**src/rtl/fpu_divsqrt_seq.sv**
```systemverilog
// Issue sequencer for the iterative FP divide/sqrt unit: accepts one operation at a time,
// pulses start/kill to the unit, buffers the result for write-back, and watches for a hung unit.
module fpu_divsqrt_seq #(
   parameter int unsigned MAX_CYCLES = 64,
   parameter int unsigned TAG_W      = 5
) (
   input  logic             clk_i,
   input  logic             rst_i,
   input  logic             in_valid_i,
   output logic             in_ready_o,
   input  logic             in_op_i,
   input  logic [31:0]      in_a_i,
   input  logic [31:0]      in_b_i,
   input  logic [2:0]       in_rm_i,
   input  logic [TAG_W-1:0] in_tag_i,
   input  logic             flush_i,
   output logic             unit_start_o,
   output logic             unit_op_o,
   output logic [31:0]      unit_a_o,
   output logic [31:0]      unit_b_o,
   output logic [2:0]       unit_rm_o,
   output logic             unit_kill_o,
   input  logic             unit_done_i,
   input  logic [31:0]      unit_result_i,
   input  logic [4:0]       unit_status_i,
   output logic             out_valid_o,
   input  logic             out_ready_i,
   output logic [31:0]      out_result_o,
   output logic [4:0]       out_status_o,
   output logic [TAG_W-1:0] out_tag_o,
   output logic             busy_o,
   output logic             timeout_o
);

   localparam int unsigned CNT_W    = (MAX_CYCLES > 1) ? $clog2(MAX_CYCLES) : 1;
   localparam int unsigned DATA_W   = 32;
   localparam int unsigned STAT_W   = 5;
   localparam logic [CNT_W-1:0]  CNT_LAST  = CNT_W'(MAX_CYCLES - 1);
   localparam logic [DATA_W-1:0] QNAN      = 32'h7FC0_0000;
   localparam logic [STAT_W-1:0] STAT_NV   = 5'b10000;

   typedef enum logic [2:0] {
      S_IDLE  = 3'd0,
      S_START = 3'd1,
      S_WAIT  = 3'd2,
      S_KILL  = 3'd3,
      S_HOLD  = 3'd4
   } state_e;

   state_e           state_q, state_d;
   logic [CNT_W-1:0] cnt_q;
   logic             kill_to_hold_q;
   logic             timeout_q;

   logic accept_c;
   logic cnt_clr_c;
   logic cnt_inc_c;
   logic cap_done_c;
   logic expire_c;
   logic flush_kill_c;

   // State register
   always_ff @(posedge clk_i) begin
      if (rst_i) begin
         state_q <= S_IDLE;
      end else begin
         state_q <= state_d;
      end
   end

   // Next-state and unit/handshake strobes
   always_comb begin
      state_d      = state_q;
      in_ready_o   = 1'b0;
      unit_start_o = 1'b0;
      unit_kill_o  = 1'b0;
      out_valid_o  = 1'b0;
      accept_c     = 1'b0;
      cnt_clr_c    = 1'b0;
      cnt_inc_c    = 1'b0;
      cap_done_c   = 1'b0;
      expire_c     = 1'b0;
      flush_kill_c = 1'b0;

      case (state_q)
         S_IDLE: begin
            in_ready_o = !flush_i && !rst_i;
            accept_c   = in_valid_i && in_ready_o;
            if (accept_c) begin
               state_d = S_START;
            end
         end
         S_START: begin
            unit_start_o = !flush_i;
            cnt_clr_c    = 1'b1;
            state_d      = flush_i ? S_IDLE : S_WAIT;
         end
         S_WAIT: begin
            // Flush beats a same-cycle completion; completion beats the watchdog
            if (flush_i) begin
               flush_kill_c = 1'b1;
               state_d      = S_KILL;
            end else if (unit_done_i) begin
               cap_done_c = 1'b1;
               state_d    = S_HOLD;
            end else if (cnt_q == CNT_LAST) begin
               expire_c = 1'b1;
               state_d  = S_KILL;
            end else begin
               cnt_inc_c = 1'b1;
            end
         end
         S_KILL: begin
            unit_kill_o = 1'b1;
            state_d     = (kill_to_hold_q && !flush_i) ? S_HOLD : S_IDLE;
         end
         S_HOLD: begin
            out_valid_o = !flush_i;
            in_ready_o  = out_ready_i && !flush_i && !rst_i;
            accept_c    = in_valid_i && in_ready_o;
            if (flush_i) begin
               state_d = S_IDLE;
            end else if (accept_c) begin
               state_d = S_START;
            end else if (out_ready_i) begin
               state_d = S_IDLE;
            end
         end
         default: begin
            state_d = S_IDLE;
         end
      endcase
   end

   // Operand latch, watchdog counter and result buffer
   always_ff @(posedge clk_i) begin
      if (rst_i) begin
         unit_op_o      <= 1'b0;
         unit_a_o       <= '0;
         unit_b_o       <= '0;
         unit_rm_o      <= '0;
         out_tag_o      <= '0;
         out_result_o   <= '0;
         out_status_o   <= '0;
         cnt_q          <= '0;
         kill_to_hold_q <= 1'b0;
         timeout_q      <= 1'b0;
      end else begin
         if (accept_c) begin
            unit_op_o <= in_op_i;
            unit_a_o  <= in_a_i;
            unit_b_o  <= in_b_i;
            unit_rm_o <= in_rm_i;
            out_tag_o <= in_tag_i;
         end
         if (cnt_clr_c) begin
            cnt_q <= '0;
         end else if (cnt_inc_c) begin
            cnt_q <= cnt_q + CNT_W'(1);
         end
         if (cap_done_c) begin
            out_result_o <= unit_result_i;
            out_status_o <= unit_status_i;
         end else if (expire_c) begin
            out_result_o <= QNAN;
            out_status_o <= STAT_NV;
         end
         // KILL returns to HOLD only when it was entered through the watchdog
         if (expire_c) begin
            kill_to_hold_q <= 1'b1;
         end else if (flush_kill_c || cnt_clr_c) begin
            kill_to_hold_q <= 1'b0;
         end
         if (expire_c) begin
            timeout_q <= 1'b1;
         end
      end
   end

   assign busy_o    = (state_q != S_IDLE);
   assign timeout_o = timeout_q || (expire_c && !rst_i);

   // Protocol invariants of the unit and write-back interfaces
   a_start_kill_excl : assert property (@(posedge clk_i) disable iff (rst_i)
      !(unit_start_o && unit_kill_o));
   a_start_no_valid  : assert property (@(posedge clk_i) disable iff (rst_i)
      !(unit_start_o && out_valid_o));
   a_hold_stable     : assert property (@(posedge clk_i) disable iff (rst_i)
      (out_valid_o && !out_ready_i) |=> $stable({out_result_o, out_status_o, out_tag_o}));

endmodule

```
**config.mk**
```make
export PLATFORM = sky130hd
export DESIGN_NAME = fpu_divsqrt_seq
export DESIGN_NICKNAME = d
export VERILOG_FILES = /design/src/rtl/fpu_divsqrt_seq.sv
export SDC_FILE = /design/constraint.sdc
export NUM_CORES = 1
export LEC_CHECK = 0
export ABC_CLOCK_PERIOD_IN_PS = 3000
export CORE_ASPECT_RATIO = 0.9
export CORE_MARGIN = 2
export CORE_UTILIZATION = 47
export CTS_CLUSTER_SIZE = 30
export DETAILED_ROUTE_END_ITERATION = 8
export GPL_TIMING_DRIVEN = 1
export PLACE_DENSITY = 0.87
export SETUP_SLACK_MARGIN = 0.02
export SLEW_MARGIN = 25
export SYNTH_ARGS = -nofsm -noshare
export SYNTH_HDL_FRONTEND = slang
export SYNTH_SLANG_ARGS = --single-unit
```
**constraint.sdc**
```tcl
create_clock -name clk_i -period 3 [get_ports clk_i]
set_input_delay 0.6 -clock clk_i [delete_from_list [all_inputs] [get_ports clk_i]]
set_output_delay 0.6 -clock clk_i [all_outputs]
set_load 0.05 [all_outputs]
```
[After elaboration in Yosys (flattened, before gate mapping)]
Cells that the tools add are included.
Word-level totals
  bits in registers: 121
  bits in latches: 0
  memory bits (writable): 0
  bits in read-only memories: 0
  input bits: 116
  output and inout port bits: 116
  logic and storage cells: 72
  memories kept: 0
Operators by class
  add/sub/neg operators: 1
  multiply operators: 0
  div/mod/pow operators: 0
  $lt $le $gt $ge: 0
  eq/ne operators: 8
  shift operators: 0
  muxes and demuxes: 35
  bitwise gates (word level): 0
  reductions and logical operators: 17
Operator list (count)
  two-way mux 32 bit: 2
  two-way mux 3 bit: 8
  two-way mux 1 bit: 19
  one-hot mux 3 bit (5 select lines): 1
  two-way mux 5 bit: 2
  != test 4 bit (second input constant): 2
  logical AND 1 bit: 7
  adder 6 x 1 -> 6 bit (second input constant): 1
  == test 3 x 2 -> 1 bit (second input constant): 2
  == test 6 bit (second input constant): 1
  one-hot mux 1 bit (2 select lines): 2
  nonzero test 2 bit: 2
  == test 3 x 1 -> 1 bit (second input constant): 1
  == test 3 bit (second input constant): 1
  zero test 3 bit: 1
  AND reduction 3 bit: 1
  nonzero test 3 bit: 1
  zero test 1 bit: 2
  logical OR 1 bit: 2
  two-way mux 2 bit: 1
  != test 2 bit (second input constant): 1
  OR reduction 2 bit: 1

[Logic depth before layout (Yosys ltp)]
  depth after elaboration: 7
  depth in mapped cells: 6
  depth with buffers taken out: 4

[Worst setup path before layout]
Ideal clock, no wire load.
  kind: input to output
  start point: in flush_i
  end point: out timeout_o
  data arrival time: 2.502 ns
  required time: 2.400 ns
  slack: -0.102 ns
  stages on the path: 4
  path buffers: 1
  cells stage by stage: nor4b_2 nand4_1 clkbuf_1 o21ai_0
Between the ends
  longest elaborated chain between the ends: 4
RTL lines
  from (decl): RTL line 16  | input logic flush_i,
  two-way mux 1 bit: RTL line 100  | if (flush_i) begin
  two-way mux 1 bit: RTL line 85  | case (state_q)
  logical AND 1 bit: RTL line 181  | assign timeout_o = timeout_q || (expire_c && !rst_i);
  logical OR 1 bit: RTL line 181
  to (decl): RTL line 32  | output logic timeout_o
No other way between the ends.

[Worst setup path after layout]
  start point: reg state_q[0]
  end point: out unit_kill_o
Between the ends
  longest elaborated chain between the ends: 2
RTL lines
  from (decl): RTL line 50  | state_e state_q, state_d;
  from (signal assigned): RTL line 67  | state_q <= state_d;
  == test 3 x 2 -> 1 bit: RTL line 85
  two-way mux 1 bit: RTL line 85
  to (decl): RTL line 22  | output logic unit_kill_o,
No other way between the ends.

==> flow_metrics.tcl <==
set metrics [dict create \
    clkTransAtPathRegs_ns 0.05 \
    cts_inserted_buffers 17 \
    cts_max_path_buffers 2 \
    initial_core_util_pct 48.5 \
    synth_largest_area_cell "dfxtp_1" \
    peakVddDrop_v 0.000433 \
    clock-sinks 121 \
    synth_top_area_share_pct 43.3 \
    fmax_mhz 371 \
    dpl_cell_area_mm2 0.00796 \
    fp.dieH_um 107 \
    crit_family "buffers and inverters" \
    insertion_delay_ns 0.41 \
    cp-end-kind "output pin" \
    wl_per_cell_um 17.9 \
    wirelength_um 17200 \
    dieArea_mm2 0.0128 \
    portBuffers 231 \
    slowest_delay_ns 0.83 \
    relSlewSlack_pct 46.4 \
    cp.arrival_ns 2.10 \
    hold_class "reg -> reg" \
    syn_nets 724 \
    antenna_left 0 \
    ys_ff_latch 121 \
    worst_pin_slew_ns 0.803 \
    first_global_vias 5510 \
    gp_congestion 0.834 \
    n_antenna_cell 0 \
    die_x_um 119 \
    track_usage_pct 26.9 \
    postSynth.asyncResetShare_pct 0 \
    rows 37 \
    areaGrowthSynthToFinish_pct 52.0 \
    htreeDepth 4 \
    drive_above_1_share_pct 17.1 \
    cts_root_buf "clkbuf_16" \
    cp_cell_sequence "and3b_1 > clkdlybuf4s50_1" \
    outcome "completed" \
    fin_cells 959 \
    crit_path_top_delay_cell "clkdlybuf4s50_1" \
    cts_tree "yes" \
    clock-skew-final_ns 0.00485 \
    grt_pass1_wl_um 27500 \
    synth_area_leaders "dfxtp_1 (43%), a311oi_1 (12%), a31o_2 (11%), inv_1 (6.9%), nand4b_1 (4.4%)" \
    avgViaCountPerCell 5.79 \
    overflow 0 \
    yosysUniqueCellTypes 41 \
    crit_start "state_q[0]" \
    dp_hpwl_um 11200 \
    min_period_ns 2.70 \
    min_from "timeout_q" \
    drt_iter0_markers 365 \
    startpoint_type "flip-flop" \
    holdBufCountCts 0 \
    final-setup-viol-count 0 \
    reg2reg_from "state_q[1]" \
    coreArea_mm2 0.0115 \
    period_share_pct 89.9 \
    cp.required_ns 2.40 \
    antenna_found_initial 0 \
    fillCellCount 752 \
    hold_viol 0 \
    yosysWarnings 0 \
    syn_inst 607 \
    synth_edf_count 0 \
    ys_seq_area_share_pct 43.3 \
    synth_flop_cell "dfxtp_1" \
    fin_nets 908 \
    syn_area_mm2 0.00559 \
    cts_setup_buffers 0 \
    placedCellCount 928 \
    p_leak_nw 2.91 \
    power_density_mw_per_mm2 515 \
    grt_max_degree 99 \
    setup_ws_ns 0.304 \
    post_cts_resize_count 0 \
    ios 232 \
    dr.pass1.iters 4 \
    drv_cap 0 \
    fin_area_mm2 0.00850 \
    critical_path_buf_inv_count 1 \
    rsz0062_at_grt "no" \
    worstPathMaxFanout 14 \
    postSynthAreaPerCell_um2 9.21 \
    crit_type "reg -> out" \
    drc_errors 0 \
    final_util_pct 73.7 \
    maxSlewViolCount 0 \
    vias 5557 \
    setup_tns_ns 0 \
    pre_cts_slack_ns 0.278 \
]
power breakdown:
part           internal, W  switching [W]
clock network      0.00115       0.000704
logic             0.000345       0.000468
registers          0.00167      0.0000406
total              0.00317        0.00121
metal layers:
layer  global-route usage, %  vias to the layer above  wire length [um]
met5                       0                        -                 0
met4                    9.78                        0               335
met3                    12.1                       31              1620
met2                    44.3                      222              8180
met1                    30.9                     2651              7040
li1                        -                     2653                 -
placed cells by master (no fill, tap or decap), drive strengths merged, types with 5 or more instances in the layout:
| master | instances |
|---|---|
| a311oi | 74 |
| nand3b | 6 |
| a31o | 73 |
| nand2b | 8 |
| a211oi | 13 |
| clkdlybuf4s50 | 225 |
| inv | 103 |
| clkinv | 6 |
| a21oi | 14 |
| buf | 22 |
| nand4b | 28 |
| nor2 | 5 |
| nor3 | 10 |
| clkbuf | 23 |
| dfxtp | 121 |
| o41ai | 28 |
Yosys cell counts, types with 2 or more instances:
cell type	n
dfxtp_1	121
a311oi_1	74
nand2b_1	8
a21oi_1	14
and4_1	2
o41ai_1	28
nor2_1	4
nor2b_1	3
o21ai_0	2
and4b_1	2
a31o_2	73
a31oi_1	2
mux2i_1	4
clkbuf_1	58
nor3_1	10
nor4b_1	2
inv_1	103
a211oi_1	12
nand2_1	4
nor4_1	3
or3b_2	4
nand4b_1	28
nand3b_1	6
buf_2	23
worst min-delay path, delay by kind of cell (launching register included):
family | cells | cell delay [ns]
flops | 1 | 0.29
compound gates | 1 | 0.05
buf+inv | 1 | 0.05
kinds of logic (layout without fill, tap and decap cells):
family / count (synthesis) / in the layout / synth area share, %
AO/OA/AOI/OAI: 210 / 210 / 31.5
buffers and inverters: 185 / 381 / 12.9
flip-flops: 121 / 121 / 43.3
AND/OR/NAND/NOR: 86 / 86 / 11.3
multiplexers: 4 / 4 / 0.716
adder cells (fa/ha/maj): 1 / 1 / 0.224
final timing paths:
path	cells after the start	slack, ns	to
worst max-delay path	2	0.30	unit_kill_o
worst min-delay path	2	0.45	timeout_q
worst max register to register	5	0.79	out_result_o[5]
worst min register to register	2	0.45	timeout_q
registers in the layout, indices dropped and copies added (netlist names):
| name | flops |
|---|---|
| out_result_o | 32 |
| unit_a_o | 32 |
| unit_b_o | 32 |
| cnt_q | 6 |
| out_status_o | 5 |
| out_tag_o | 5 |
| state_q | 3 |
| unit_rm_o | 3 |
| kill_to_hold_q | 1 |
| timeout_q | 1 |
| unit_op_o | 1 |
metrics by stage:
stage | total power [W] | hold WS (ns)
finish | 0.00438 | 0.451
global route | 0.00453 | 0.483
CTS | 0.00441 | 0.457
detailed placement | 0.00255 | 0.455
global placement | 0.00253 | 0.438
floorplan | 0.00221 | 0.428
final cells by class:
class,count,area (um2),area share [%]
clock buffer,23,498,5.86
clock inverter,8,45.0,0.530
inverter,103,387,4.55
multi-input combinational,301,2470,29.1
sequential,121,2420,28.5
tap,156,195,2.30
timing repair buffer,247,2480,29.2
(Power assumes the default switching activity.)
